### src/rtl/reg_access_pkg.sv
// rtl/reg_access_pkg.sv - shared types and constants for the register access controller
package reg_access_pkg;
  localparam int NREGS = 16;
  localparam int DW    = 32;
  localparam int AW    = 4;

  localparam logic [1:0] OP_READ  = 2'b00;
  localparam logic [1:0] OP_WRITE = 2'b01;
  localparam logic [1:0] OP_SWAP  = 2'b10;
  localparam logic [1:0] OP_RSVD  = 2'b11;

  typedef enum logic [2:0] {
    ST_IDLE,
    ST_WR,
    ST_RD,
    ST_SW_WR,
    ST_RESP
  } state_e;
endpackage

### src/rtl/reg_sel_decoder.sv
// rtl/reg_sel_decoder.sv - register index to one-hot strobe decoder with enable
module reg_sel_decoder #(
  parameter int AW    = 4,
  parameter int NREGS = 16
) (
  input  logic             en,
  input  logic [AW-1:0]    idx,
  output logic [NREGS-1:0] onehot
);
  always_comb begin
    onehot = '0;
    if (en) onehot[idx] = 1'b1;
  end
endmodule

### src/rtl/reg_access_ctrl.sv
// rtl/reg_access_ctrl.sv - turns read/write/swap requests into register bank load/drive strobes
module reg_access_ctrl
  import reg_access_pkg::*;
#(
  parameter int NREGS = reg_access_pkg::NREGS,
  parameter int DW    = reg_access_pkg::DW,
  parameter int AW    = reg_access_pkg::AW
) (
  input  logic             clk,
  input  logic             clear_n,
  input  logic             req_valid,
  output logic             req_ready,
  input  logic [1:0]       req_op,
  input  logic [AW-1:0]    req_reg,
  input  logic             req_base,
  input  logic [DW-1:0]    req_wdata,
  output logic [NREGS-1:0] rin,
  output logic [NREGS-1:0] rout,
  output logic             ba_out,
  output logic [DW-1:0]    d_out,
  input  logic [DW-1:0]    bus_in,
  output logic             rsp_valid,
  input  logic             rsp_ready,
  output logic [DW-1:0]    rsp_data,
  output logic             err
);
  state_e          state_q, state_d;
  logic [1:0]      op_q;
  logic [AW-1:0]   reg_q;
  logic            base_q;
  logic [DW-1:0]   wdata_q;
  logic [DW-1:0]   d_out_q, d_out_d;
  logic [DW-1:0]   rsp_data_q, rsp_data_d;
  logic            err_q, err_d;
  logic            accept;
  logic            rin_en, rout_en;

  // Gating with clear_n keeps ready low for the whole reset window.
  assign req_ready = clear_n && (state_q == ST_IDLE);
  assign accept    = req_valid && req_ready;

  always_ff @(posedge clk or negedge clear_n) begin
    if (!clear_n) begin
      state_q    <= ST_IDLE;
      op_q       <= OP_READ;
      reg_q      <= '0;
      base_q     <= 1'b0;
      wdata_q    <= '0;
      d_out_q    <= '0;
      rsp_data_q <= '0;
      err_q      <= 1'b0;
    end else begin
      state_q    <= state_d;
      d_out_q    <= d_out_d;
      rsp_data_q <= rsp_data_d;
      err_q      <= err_d;
      if (accept) begin
        op_q    <= req_op;
        reg_q   <= req_reg;
        base_q  <= req_base;
        wdata_q <= req_wdata;
      end
    end
  end

  always_comb begin
    state_d    = state_q;
    d_out_d    = d_out_q;
    rsp_data_d = rsp_data_q;
    err_d      = 1'b0;
    case (state_q)
      ST_IDLE: begin
        if (accept) begin
          case (req_op)
            OP_WRITE: begin
              state_d = ST_WR;
              d_out_d = req_wdata;
            end
            OP_READ, OP_SWAP: state_d = ST_RD;
            default:          err_d   = 1'b1;
          endcase
        end
      end
      ST_WR: state_d = ST_IDLE;
      ST_RD: begin
        rsp_data_d = bus_in;
        if (op_q == OP_SWAP) begin
          state_d = ST_SW_WR;
          d_out_d = wdata_q;
        end else begin
          state_d = ST_RESP;
        end
      end
      ST_SW_WR: state_d = ST_RESP;
      ST_RESP:  if (rsp_ready) state_d = ST_IDLE;
      default:  state_d = ST_IDLE;
    endcase
  end

  // Strobes decode straight from the state register so an async reset kills them at once.
  assign rin_en  = (state_q == ST_WR) || (state_q == ST_SW_WR);
  assign rout_en = (state_q == ST_RD);

  reg_sel_decoder #(.AW(AW), .NREGS(NREGS)) u_rin_dec (
    .en     (rin_en),
    .idx    (reg_q),
    .onehot (rin)
  );

  reg_sel_decoder #(.AW(AW), .NREGS(NREGS)) u_rout_dec (
    .en     (rout_en),
    .idx    (reg_q),
    .onehot (rout)
  );

  assign ba_out    = rout_en && base_q && (reg_q == '0);
  assign rsp_valid = (state_q == ST_RESP);
  assign rsp_data  = rsp_data_q;
  assign d_out     = d_out_q;
  assign err       = err_q;
endmodule

### config.mk
export PLATFORM = sky130hd
export DESIGN_NAME = reg_access_ctrl
export DESIGN_NICKNAME = d
export VERILOG_FILES = /design/src/rtl/reg_access_pkg.sv /design/src/rtl/reg_sel_decoder.sv /design/src/rtl/reg_access_ctrl.sv
export SDC_FILE = /design/constraint.sdc
export NUM_CORES = 1
export LEC_CHECK = 0
export ABC_AREA = 1
export BUFFER_PORTS_ARGS = -buffer_cell sky130_fd_sc_hd__buf_2
export CAP_MARGIN = 20
export CORE_MARGIN = 1
export CORE_UTILIZATION = 44
export DETAILED_ROUTE_END_ITERATION = 12
export HOLD_SLACK_MARGIN = 0.03
export PLACE_DENSITY = 0.82
export SETUP_SLACK_MARGIN = 0.15
export SYNTH_ARGS = -nofsm -noshare
export SYNTH_HDL_FRONTEND = slang
export SYNTH_HIERARCHICAL = 1
export SYNTH_SLANG_ARGS = --single-unit
### constraint.sdc
create_clock -name clk -period 1.7 [get_ports clk]
set_input_delay 0.34 -clock clk [delete_from_list [all_inputs] [get_ports clk]]
set_output_delay 0.34 -clock clk [all_outputs]
set_load 0.03 [all_outputs]
==> load_flow_metrics.sql, run 1 <==
INSERT INTO impl_metrics (metric_group, metric, value, unit) VALUES
('timing', 'fin_worst_skew', '0.0208', 'ns'),
('setup_path', 'cp.required', '1.36', 'ns'),
('global_routing', 'grt_first_pass_wirelength', '20.7', 'mm'),
('timing', 'layout_min_cycle_time', '1.90', 'ns'),
('timing', 'setup_violations', '72', ''),
('timing', 'maxSlewViolCount', '0', ''),
('final_layout', 'synthToLayoutAreaGrowth', '49.1', '%'),
('die', 'placeableCoreArea', '10800', 'sq um'),
('final_layout', 'num-fill-cells', '842', ''),
('detailed_routing', 'initial_drc_count', '342', ''),
('logic_synthesis', 'synth_top_cell_by_area', 'dfrtp_1', ''),
('setup_path', 'critical_path_peak_fanout', '4', ''),
('status', 'violations', 'setup timing', ''),
('cts', 'cts_max_path_buffers', '2', ''),
('timing', 'period_share', '112', '%'),
('global_routing', 'maximum_number_of_pins_on_one_net_before_global_route_repair', '81', ''),
('cts', 'clock_latency_of_the_later_clocked_register_in_the_worst_skew_pair', '0.38', 'ns'),
('logic_synthesis', 'synth-edff-count', '0', ''),
('cts', 'numCtsBuffers', '9', ''),
('logic_synthesis', 'synth.distinct_cells', '25', ''),
('logic_synthesis', 'synth.cells.most_frequent', 'nand2_1 (210), dfrtp_1 (107), nor2_1 (73)', ''),
('global_routing', 'grt_pass1_vias', '4359', ''),
('place', 'post_dp_cell_area', '6080', 'sq um'),
('place', 'place.gp.congestion', '0.793', ''),
('logic_synthesis', 'most_frequent_cell_after_synthesis', 'nand2_1', ''),
('cts', 'cts_tree', 'done', ''),
('logic_synthesis', 'synth_cells', '611', ''),
('logic_synthesis', 'syn_area', '4860', 'sq um'),
('detailed_routing', 'drc_errors', '0', ''),
('logic_synthesis', 'postSynthNetCount', '686', ''),
('cts', 'number_of_sinks_on_the_clock_net', '107', ''),
('power_and_ir_drop', 'power.density', '2040', 'nW/um^2'),
('setup_path', 'arrival', '1.56', 'ns'),
('logic_synthesis', 'asyncSetResetFlopFracSynth', '100', '%'),
('final_layout', 'drive_gt1_share', '38.3', '%'),
('timing', 'timing_worst_slew_pin_value', '0.968', 'ns'),
('global_routing', 'gr-total-overflow', '0', ''),
('detailed_routing', 'post_drt_wl_per_cell', '15.8', 'microns'),
('power_and_ir_drop', 'power_leakage', '3.87', 'nW'),
('global_routing', 'globalRouteTotalUtil', '23.2', '%'),
('logic_synthesis', 'postSynth.topFlopCell', 'dfrtp_1', ''),
('die', 'num_io_pins', '175', ''),
('die', 'std_cell_rows', '38', ''),
('place', 'dp_hpwl', '8.08', 'mm'),
('die', 'die_y', '107', 'microns'),
('cts', 'cts_htree_levels', '3', ''),
('final_layout', 'diodes', '0', ''),
('final_layout', 'final_design_area_no_fill', '7250', 'sq um'),
('cts', 'cts.clk_slew.worst_paths', '0.10', 'ns'),
('die', 'effective_utilization_at_floorplan', '45.0', '%'),
('flow_run', 'maxCapViolations', '0', ''),
('setup_path', 'critPathKind', 'reg2out', ''),
('detailed_routing', 'wirelength_routed', '15.2', 'mm'),
('timing', 'report.final.hold_viol_count', '0', ''),
('timing', 'max_slew_margin', '35.5', '%'),
('cts', 'cts.root.buffer_cell', 'clkbuf_8', ''),
('logic_synthesis', 'yosys-top-cells-area', 'dfrtp_1 (55%), nand2_1 (16%), nor2_1 (5.6%)', ''),
('min_path', 'min_delay_worst_type', 'in2reg', ''),
('timing', 'timing.setup.tns', '-7.36', 'ns'),
('setup_path', 'setup.worst_path.start_class', 'flop', ''),
('timing', 'worst_hold_slack', '0.165', 'ns'),
('detailed_routing', 'postRouteAntennaNets', '0', ''),
('final_layout', 'nNetsFinal', '893', ''),
('global_routing', 'grt_antenna_before_repair', '0', ''),
('logic_synthesis', 'synthesis.yosys.warnings', '6', ''),
('die', 'fp.dieW', '107', 'microns'),
('detailed_routing', 'detailedRoute.firstPassIterationCount', '5', ''),
('timing', 'maxClockFrequency', '526', 'MHz'),
('timing', 'grt_setup_unrepaired', 'true', ''),
('power_and_ir_drop', 'worst_ir_drop_vdd', '0.000998', 'V'),
('die', 'dieArea', '11500', 'sq um'),
('place', 'port_buffers', '174', ''),
('logic_synthesis', 'seq_area_frac_synth', '55.1', '%'),
('logic_synthesis', 'synth-seq-cells', '107', ''),
('status', 'outcome', 'finished with violations', ''),
('detailed_routing', 'drt-vias-per-instance', '5.12', ''),
('detailed_routing', 'vias', '4933', ''),
('logic_synthesis', 'postSynthAreaPerCell', '7.96', 'sq um'),
('timing', 'final_worst_path_setup_slack', '-0.202', 'ns'),
('setup_path', 'worst_setup_path_end_kind', 'output pin', ''),
('logic_synthesis', 'synth_largest_type_area_fraction', '55.1', '%'),
('power_and_ir_drop', 'power', '14.8', 'mW');
[kinds of logic (layout without fill, tap and decap cells)]
kind of cell	after synthesis	in the layout	share of synthesized area, %
buffers and inverters	89	297	8.47
DFF	107	107	55.1
AOI/OAI and AO/OA	75	75	7.98
and+or+nand+nor	340	344	28.5
[layer usage]
layer / track usage [%] / wire length, microns / vias up
met4: 8.02 / 533 / 0
met3: 4.01 / 1090 / 51
met2: 39.7 / 7550 / 255
li1: - / - / 2325
met1: 29.8 / 6040 / 2302
met5: 0 / 0 / -
[worst paths after layout]
path / from / endpoint / slack, ns / cells past startpoint
setup reg to reg: state_q[2]$_DFFE_PN0P_ / d_out[28]$_DFFE_PN0P_ / -0.11 / 11
setup / recovery: state_q[0]$_DFFE_PN0P_ / req_ready / -0.20 / 5
min in group asynchronous: clear_n / d_out[22]$_DFFE_PN0P_ / 0.24 / 2
hold reg to reg: d_out[18]$_DFFE_PN0P_ / d_out[18]$_DFFE_PN0P_ / 0.48 / 2
hold / removal: bus_in[20] / rsp_data[20]$_DFFE_PN0P_ / 0.16 / 3
max in group asynchronous: clear_n / wdata_q[4]$_DFFE_PN0N_ / 0.80 / 2
[report_power, final]
part	switching (mW)	total, mW	internal, mW	leakage [nW]
Combinational	5.72	8.87	3.14	2.51
Sequential	0.641	4.40	3.76	1.27
Clock	0.907	1.50	0.596	0.0920
[metrics by stage]
stage / worst slack (ns) / std cells / utilization [%]
after floorplan: 0.0673 / 611 / -
after global placement: 0.138 / 909 / 56.4
after detailed placement: 0.0765 / 909 / 56.4
after CTS: -0.127 / 944 / 62.5
after global routing: -0.270 / 963 / 67.2
final: -0.202 / 963 / 67.2
[sequential cells by signal (all words and copies together) (netlist names)]
name / cells
state_q: 3
rsp_data: 32
op_q: 2
err: 1
reg_q: 4
d_out: 32
wdata_q: 32
base_q: 1
[worst max-delay path, stage by stage, from the launching register on]
cell and delay, ns:
dfrtp_1 0.41, buf_4 0.16, nor2_2 0.16, nand2_2 0.15, nor2_4 0.17, buf_6 0.15
[placed cells by master (no fill, tap or decap), types with 5 or more instances in the layout]
| cell | instances |
|---|---|
| a21oi_1 | 37 |
| buf_12 | 8 |
| buf_2 | 138 |
| buf_4 | 30 |
| buf_6 | 37 |
| clkbuf_16 | 5 |
| clkbuf_8 | 10 |
| dfrtp_1 | 103 |
| inv_1 | 50 |
| inv_2 | 6 |
| nand2_1 | 203 |
| nand2_2 | 7 |
| nand2_8 | 5 |
| nand3_1 | 34 |
| nand3_4 | 8 |
| nor2_1 | 41 |
| nor2_2 | 8 |
| nor2_4 | 27 |
| o21ai_0 | 32 |
[what timing repair did]
action / CTS / global route
pin swaps: 14 / 10
hold buffers: 1 / 0
hold endpoints to repair: 27 / 0
buffers inserted: 13 / 13
endpoints found under the setup margin: 68 / 96
gates cloned: 5 / 6
gates resized for setup: 80 / 68
[layout make-up]
class	instances	area, sq um	area share (%)
clock buffer	11	141	1.95
clock inverter	5	45.0	0.621
inverter	58	235	3.24
multi-input combinational	419	2240	31.0
sequential	107	2680	37.0
tap	140	175	2.42
timing repair buffer	223	1730	23.8
Power figures use the tool's default switching activity.
==> run 2: changes to the inputs <==
--- a/config.mk
+++ b/config.mk
@@ -5,14 +5,13 @@
 export SDC_FILE = /design/constraint.sdc
 export NUM_CORES = 1
 export LEC_CHECK = 0
-export ABC_AREA = 1
 export BUFFER_PORTS_ARGS = -buffer_cell sky130_fd_sc_hd__buf_2
-export CAP_MARGIN = 20
+export CAP_MARGIN = 25
 export CORE_MARGIN = 1
 export CORE_UTILIZATION = 44
 export DETAILED_ROUTE_END_ITERATION = 12
 export HOLD_SLACK_MARGIN = 0.03
-export PLACE_DENSITY = 0.82
+export PLACE_DENSITY = 0.83
 export SETUP_SLACK_MARGIN = 0.15
 export SYNTH_ARGS = -nofsm -noshare
 export SYNTH_HDL_FRONTEND = slang
==> load_flow_metrics.sql, run 2 <==
INSERT INTO impl_metrics (metric_group, metric, value, unit) VALUES
('detailed_routing', 'initial_drc_count', '230', ''),
('timing', 'setup_violations', '138', ''),
('place', 'place.gp.congestion', '0.814', ''),
('power_and_ir_drop', 'switchingPower', '6.45', 'mW'),
('logic_synthesis', 'synth_largest_type_area_fraction', '56.7', '%'),
('detailed_routing', 'wirelength_routed', '14.7', 'mm'),
('logic_synthesis', 'most_frequent_cell_after_synthesis', 'dfrtp_1', ''),
('final_layout', 'layout_common_cells', 'buf_2 (139), dfrtp_1 (102), mux2_4 (93)', ''),
('power_and_ir_drop', 'power.share.sequential', '30.3', '%'),
('timing', 'report.final.hold_viol_count', '0', ''),
('cts', 'cts_max_path_buffers', '2', ''),
('timing', 'max_slew_margin', '67.9', '%'),
('logic_synthesis', 'synth-seq-cells', '107', ''),
('detailed_routing', 'vias', '3757', ''),
('logic_synthesis', 'seq_area_frac_synth', '56.7', '%'),
('logic_synthesis', 'postSynthNetCount', '399', ''),
('logic_synthesis', 'synth.distinct_cells', '26', ''),
('setup_path', 'regToRegStartpoint', 'state_q[1]$_DFFE_PN0P_', ''),
('cts', 'cts.root.buffer_cell', 'clkbuf_8', ''),
('power_and_ir_drop', 'power.density', '2070', 'nW/um^2'),
('min_path', 'min_delay_worst_type', 'in2async', ''),
('cts', 'cts.clk_slew.worst_paths', '0.13', 'ns'),
('setup_path', 'worst-path-buf-inv', '4', ''),
('global_routing', 'grt_pass1_vias', '4044', ''),
('cts', 'cts_htree_levels', '3', ''),
('status', 'outcome', 'finished with violations', ''),
('cts', 'number_of_sinks_on_the_clock_net', '107', ''),
('place', 'dp_hpwl', '7.73', 'mm'),
('global_routing', 'grt_first_pass_wirelength', '21.5', 'mm'),
('detailed_routing', 'drc_errors', '0', ''),
('logic_synthesis', 'synth-edff-count', '0', ''),
('timing', 'maxSlewViolCount', '0', ''),
('timing', 'timing_worst_slew_pin_value', '0.481', 'ns'),
('power_and_ir_drop', 'sw_frac_of_total', '40.9', '%'),
('die', 'dieArea', '11100', 'sq um'),
('die', 'effective_utilization_at_floorplan', '45.5', '%'),
('place', 'post_dp_cell_area', '6180', 'sq um'),
('final_layout', 'nNetsFinal', '635', ''),
('global_routing', 'gr-total-overflow', '0', ''),
('cts', 'clock_latency_of_the_later_clocked_register_in_the_worst_skew_pair', '0.39', 'ns'),
('die', 'num_io_pins', '175', ''),
('final_layout', 'final_design_area_no_fill', '7600', 'sq um'),
('status', 'violations', 'setup timing', ''),
('logic_synthesis', 'asyncSetResetFlopFracSynth', '100', '%'),
('setup_path', 'worstPathCellList', 'nor3b_4, buf_6, buf_6, nand3b_1, buf_6, nor3_4, buf_6', ''),
('power_and_ir_drop', 'internal_power', '9.31', 'mW'),
('logic_synthesis', 'synth.cells.most_frequent', 'dfrtp_1 (107), mux2_2 (101), mux2_1 (34)', ''),
('setup_path', 'worst_setup_path_end_kind', 'output pin', ''),
('timing', 'final_worst_path_setup_slack', '-0.533', 'ns'),
('setup_path', 'critPathKind', 'reg2out', ''),
('die', 'std_cell_rows', '37', ''),
('setup_path', 'critical_path.reg2reg.endpoint', 'd_out[31]$_DFFE_PN0P_', ''),
('timing', 'timing.setup.tns', '-41.09', 'ns'),
('die', 'fp.dieW', '106', 'microns'),
('place', 'port_buffers', '174', ''),
('global_routing', 'maximum_number_of_pins_on_one_net_before_global_route_repair', '90', ''),
('setup_path', 'critical_path_peak_fanout', '4', ''),
('final_layout', 'synthToLayoutAreaGrowth', '61.1', '%'),
('cts', 'numCtsBuffers', '9', ''),
('die', 'die_y', '106', 'microns'),
('power_and_ir_drop', 'power_leakage', '3.60', 'nW'),
('logic_synthesis', 'postSynth.topFlopCell', 'dfrtp_1', ''),
('final_layout', 'drive_gt1_share', '76.5', '%'),
('cts', 'cts_tree', 'done', ''),
('setup_path', 'ff2ff_setup_slack', '-0.46', 'ns'),
('logic_synthesis', 'synthesis.yosys.warnings', '6', ''),
('setup_path', 'setup.worst_path.start_class', 'flop', ''),
('detailed_routing', 'post_drt_wl_per_cell', '21.0', 'microns'),
('setup_path', 'max_stage_delay', '0.46', 'ns'),
('detailed_routing', 'postRouteAntennaNets', '0', ''),
('setup_path', 'cp.required', '1.36', 'ns'),
('power_and_ir_drop', 'p_comb_share', '58.6', '%'),
('timing', 'maxClockFrequency', '448', 'MHz'),
('flow_run', 'maxCapViolations', '0', ''),
('logic_synthesis', 'yosys-top-cells-area', 'dfrtp_1 (57%), mux2_2 (24%), mux2_1 (8.1%)', ''),
('timing', 'period_share', '131', '%'),
('setup_path', 'crit_top_cell', 'buf_6', ''),
('logic_synthesis', 'postSynthAreaPerCell', '14.6', 'sq um'),
('setup_path', 'critical-path-top-delay-family', 'buffers and inverters', ''),
('timing', 'layout_min_cycle_time', '2.23', 'ns'),
('power_and_ir_drop', 'worst_ir_drop_vdd', '0.00119', 'V'),
('logic_synthesis', 'synth_cells', '324', ''),
('power_and_ir_drop', 'power.clock.fraction', '11.1', '%'),
('final_layout', 'diodes', '0', ''),
('detailed_routing', 'drt-vias-per-instance', '5.36', ''),
('final_layout', 'layout_commonest_cell', 'buf_2', ''),
('setup_path', 'slowest_stage_cell_crit_path', 'dfrtp_2', ''),
('setup_path', 'arrival', '1.89', 'ns'),
('timing', 'fin_worst_skew', '0.0189', 'ns'),
('detailed_routing', 'detailedRoute.firstPassIterationCount', '4', ''),
('global_routing', 'globalRouteTotalUtil', '25.1', '%'),
('global_routing', 'grt_antenna_before_repair', '0', ''),
('timing', 'grt_setup_unrepaired', 'true', ''),
('logic_synthesis', 'syn_area', '4720', 'sq um'),
('logic_synthesis', 'synth_top_cell_by_area', 'dfrtp_1', ''),
('setup_path', 'timing.reg2reg.worst_path_depth', '10', ''),
('die', 'placeableCoreArea', '10400', 'sq um');
## run 2: cell type report
cell class / count / area, sq um
clock inverters: 7 / 96.3
well taps: 136 / 170
fillers: 627 / 2770
clock buffers: 9 / 124
repair buffers: 240 / 2040
multi-input cells: 200 / 2480
inverters: 2 / 7.51
flip-flops and latches: 107 / 2680
## run 2: how the worst max path moves through the flow
stage / slack [ns] / from / depth (start not counted) / endpoint
2_1_floorplan: -0.48 / state_q[0]$_DFFE_PN0P_ / 6 / rout[1]
6_report: -0.53 / state_q[2]$_DFFE_PN0P_ / 7 / rout[4]
3_5_place_dp: -0.12 / state_q[0]$_DFFE_PN0P_ / 4 / rout[0]
5_1_grt: -0.58 / state_q[0]$_DFFE_PN0P_ / 4 / rout[0]
4_1_cts: -0.43 / state_q[2]$_DFFE_PN0P_ / 4 / rout[0]
3_3_place_gp: -0.08 / state_q[0]$_DFFE_PN0P_ / 4 / rout[0]
## run 2: logic make-up (layout without fill, tap and decap cells)
group                  Yosys count  count (layout)  synth area share (%)
AO/OA/AOI/OAI                    4               4                  1.09
AND/OR/NAND/NOR                 61              61                  7.03
flip-flops                     107             107                  56.7
multiplexers                   135             135                  32.2
buffers and inverters           17             258                  2.94
## run 2: timing repair
item                                    CTS  global route
endpoints found under the setup margin  136           139
pin swaps                                 4             8
resized for setup                       148            35
setup buffers                            19             8
cloned                                   11             0
endpoints found under the hold margin     4             0
hold buffers                              1             0
## run 2: tightest hold or removal path, cell delays in order
cell and delay [ns]:
buf_4 0.10, buf_4 0.14, buf_4 0.23
## run 2: power by group through the flow
stage	combinational (mW)	sequential (mW)	clock, mW
3_3_place_gp	6.56	4.53	0
5_1_grt	9.58	4.92	1.85
2_1_floorplan	3.28	6.20	0
6_report	9.24	4.78	1.75
4_1_cts	8.69	4.65	1.72
3_5_place_dp	6.76	4.63	0
## run 2: routing by layer
layer / GRT usage [%] / vias up / part of all wire (%)
met2: 45.4 / 174 / 52
met3: 5.69 / 30 / 5.5
met1: 30.0 / 1934 / 40
met4: 6.85 / 0 / 2.1
met5: 0 / - / 0
li1: - / 1619 / -
## run 2: through the flow
stage	cells	total power [mW]	utilization, %	hold WS, ns	setup WS (ns)
after floorplan	324	9.48	-	0.0444	-0.483
after detailed placement	646	11.4	59.6	0.282	-0.125
after global routing	701	16.4	73.3	0.0355	-0.577
after CTS	693	15.1	71.3	0.0542	-0.429
final	701	15.8	73.3	0.0407	-0.533
after global placement	646	11.1	59.6	0.287	-0.0804
==> run 3: changes to the inputs <==
--- a/config.mk
+++ b/config.mk
@@ -7,11 +7,12 @@
 export LEC_CHECK = 0
 export BUFFER_PORTS_ARGS = -buffer_cell sky130_fd_sc_hd__buf_2
 export CAP_MARGIN = 25
+export CORE_ASPECT_RATIO = 0.6
 export CORE_MARGIN = 1
-export CORE_UTILIZATION = 44
+export CORE_UTILIZATION = 49
 export DETAILED_ROUTE_END_ITERATION = 12
 export HOLD_SLACK_MARGIN = 0.03
-export PLACE_DENSITY = 0.83
+export PLACE_DENSITY = 0.89
 export SETUP_SLACK_MARGIN = 0.15
 export SYNTH_ARGS = -nofsm -noshare
 export SYNTH_HDL_FRONTEND = slang
==> load_flow_metrics.sql, run 3 (synthesis results as in run 2) <==
INSERT INTO impl_metrics (metric_group, metric, value, unit) VALUES
('status', 'outcome', 'finished with violations', ''),
('status', 'violations', 'setup timing', ''),
('die', 'dieArea', '10000', 'sq um'),
('cts', 'cts_max_path_buffers', '2', ''),
('detailed_routing', 'dr_wl_met2', '7.04', 'mm'),
('cts', 'number_of_sinks_on_the_clock_net', '107', ''),
('final_layout', 'layout_commonest_cell', 'buf_2', ''),
('setup_path', 'critPathKind', 'reg2out', ''),
('timing', 'timing_worst_slew_pin_value', '0.493', 'ns'),
('power_and_ir_drop', 'sw_frac_of_total', '39.8', '%'),
('die', 'fp.dieW', '129', 'microns'),
('timing', 'final_worst_path_setup_slack', '-0.534', 'ns'),
('die', 'num_io_pins', '175', ''),
('die', 'die_y', '78.0', 'microns'),
('setup_path', 'setup.worst_path.start', 'state_q[0]$_DFFE_PN0P_', ''),
('timing', 'period_share', '131', '%'),
('setup_path', 'setup.worst_path.start_class', 'flop', ''),
('place', 'place.gp.congestion', '0.769', ''),
('global_routing', 'gr-total-overflow', '0', ''),
('global_routing', 'maximum_number_of_pins_on_one_net_before_global_route_repair', '84', ''),
('timing', 'maxClockFrequency', '448', 'MHz'),
('final_layout', 'utilization', '81.7', '%'),
('min_path', 'min_delay_worst_type', 'in2async', ''),
('detailed_routing', 'detailedRoute.firstPassIterationCount', '5', ''),
('die', 'std_cell_rows', '27', ''),
('power_and_ir_drop', 'power.clock.fraction', '13.4', '%'),
('detailed_routing', 'postRouteAntennaNets', '0', ''),
('global_routing', 'grt_antenna_before_repair', '0', ''),
('setup_path', 'ff2ff_setup_slack', '-0.40', 'ns'),
('power_and_ir_drop', 'internal_power', '9.41', 'mW'),
('global_routing', 'grt_first_pass_wirelength', '20.9', 'mm'),
('cts', 'cts_htree_levels', '3', ''),
('final_layout', 'nNetsFinal', '643', ''),
('timing', 'maxSlewViolCount', '0', ''),
('detailed_routing', 'met3RoutedLength', '933', 'microns'),
('detailed_routing', 'routed_length_on_met1', '6.13', 'mm'),
('timing', 'setup_violations', '123', ''),
('power_and_ir_drop', 'switchingPower', '6.23', 'mW'),
('setup_path', 'critical_path_peak_fanout', '4', ''),
('cts', 'numCtsBuffers', '9', ''),
('detailed_routing', 'drc_errors', '0', ''),
('final_layout', 'drive_gt1_share', '72.9', '%'),
('place', 'port_buffers', '174', ''),
('detailed_routing', 'post_drt_wl_per_cell', '20.4', 'microns'),
('cts', 'cts.root.buffer_cell', 'clkbuf_16', ''),
('power_and_ir_drop', 'power.density', '2070', 'nW/um^2'),
('power_and_ir_drop', 'power_leakage', '3.59', 'nW'),
('detailed_routing', 'vias', '3780', ''),
('die', 'placeableCoreArea', '9260', 'sq um'),
('detailed_routing', 'wirelength_routed', '14.3', 'mm'),
('cts', 'cts_tree', 'done', ''),
('timing', 'grt_setup_unrepaired', 'true', ''),
('final_layout', 'area_of_the_multi_input_gates', '2430', 'sq um'),
('timing', 'report.final.hold_viol_count', '0', ''),
('final_layout', 'synthToLayoutAreaGrowth', '60.2', '%'),
('final_layout', 'num-fill-cells', '503', ''),
('cts', 'clock_latency_of_the_later_clocked_register_in_the_worst_skew_pair', '0.34', 'ns'),
('flow_run', 'maxCapViolations', '0', ''),
('final_layout', 'diodes', '0', ''),
('detailed_routing', 'initial_drc_count', '182', ''),
('power_and_ir_drop', 'worst_ir_drop_vdd', '0.00145', 'V'),
('power_and_ir_drop', 'power', '15.6', 'mW'),
('detailed_routing', 'highest_layer', 'met4', ''),
('timing', 'layout_min_cycle_time', '2.23', 'ns'),
('setup_path', 'cp.required', '1.36', 'ns'),
('cts', 'cts_hold_buf', '0', ''),
('timing', 'fin_worst_skew', '0.00770', 'ns'),
('final_layout', 'seqCellArea', '2690', 'sq um'),
('setup_path', 'worst_setup_path_end_kind', 'output pin', ''),
('global_routing', 'globalRouteTotalUtil', '27.8', '%'),
('setup_path', 'regToRegStartpoint', 'state_q[2]$_DFFE_PN0P_', ''),
('timing', 'max_slew_margin', '67.1', '%'),
('place', 'dp_hpwl', '8.37', 'mm'),
('power_and_ir_drop', 'p_comb_share', '55.7', '%'),
('final_layout', 'layout_common_cells', 'buf_2 (138), dfrtp_1 (101), mux2_4 (70)', ''),
('die', 'effective_utilization_at_floorplan', '51.0', '%'),
('detailed_routing', 'drt-vias-per-instance', '5.38', ''),
('global_routing', 'grt_pass1_vias', '3892', ''),
('cts', 'cts.clk_slew.worst_paths', '0.07', 'ns'),
('power_and_ir_drop', 'power.share.sequential', '30.9', '%'),
('setup_path', 'arrival', '1.89', 'ns');
## run 3: changes by cell type in the layout (fill, tap and decap cells not counted), sizes merged
cell	change
buf	+5
clkbuf	+6
clkinvlp	-1
dlygate4sd3	-1
inv	-1
## run 3: cell type report
class                   count  share of cell area (%)
clock inverters             5                   0.811
repair buffers            248                    26.1
inverters                   2                  0.0993
well taps                 130                    2.15
multi-input cells         200                    32.2
clock buffers              11                    3.08
flip-flops and latches    107                    35.5
## run 3: metal layers
metal	GRT usage [%]	vias up
met4	6.94	0
met3	7.57	24
met5	0	-
li1	-	1643
met1	35.4	1961
met2	47.4	152
## run 3: timing repair
action	CTS	global route
cloned	4	4
buffers inserted	14	20
pin swaps	7	5
endpoints found under the setup margin	120	141
resized for setup	118	29
## run 3: critical path: stages (launching register included)
cell and delay (ns):
dfrtp_2 0.46, nor3b_4 0.30, or3b_4 0.48, nor3_4 0.15, buf_6 0.15
## run 3: worst paths after layout
| kind | cells after the start | end |
|---|---|---|
| worst max-delay path | 4 | rout[0] |
| worst min-delay path | 3 | wdata_q[26]$_DFFE_PN0N_ |
| worst max register to register | 7 | d_out[24]$_DFFE_PN0P_ |
| worst min register to register | 1 | rsp_data[29]$_DFFE_PN0P_ |
| max in group asynchronous | 4 | wdata_q[6]$_DFFE_PN0N_ |
| min in group clk | 2 | rsp_data[17]$_DFFE_PN0P_ |
## run 3: per-stage QoR
stage               cell area (sq um)  instances  setup TNS (ns)  setup slack (ns)  hold slack, ns
global placement                 6210        644           -1.92           -0.0887           0.462
detailed placement               6210        644           -7.60            -0.176           0.469
global route                     7560        703          -41.12            -0.566          0.0836
CTS                              7140        678          -32.24            -0.463           0.105
floorplan                        5010        324           -5.78            -0.483          0.0444
finish                           7560        703          -36.56            -0.534          0.0792
## run 3: power groups by stage
stage | clock [mW] | sequential [mW] | combinational, mW
after floorplan | 0 | 6.20 | 3.28
after global placement | 0 | 4.63 | 6.50
after detailed placement | 0 | 4.75 | 6.75
after CTS | 2.13 | 4.76 | 7.88
after global routing | 2.21 | 4.97 | 9.09
final | 2.09 | 4.84 | 8.71
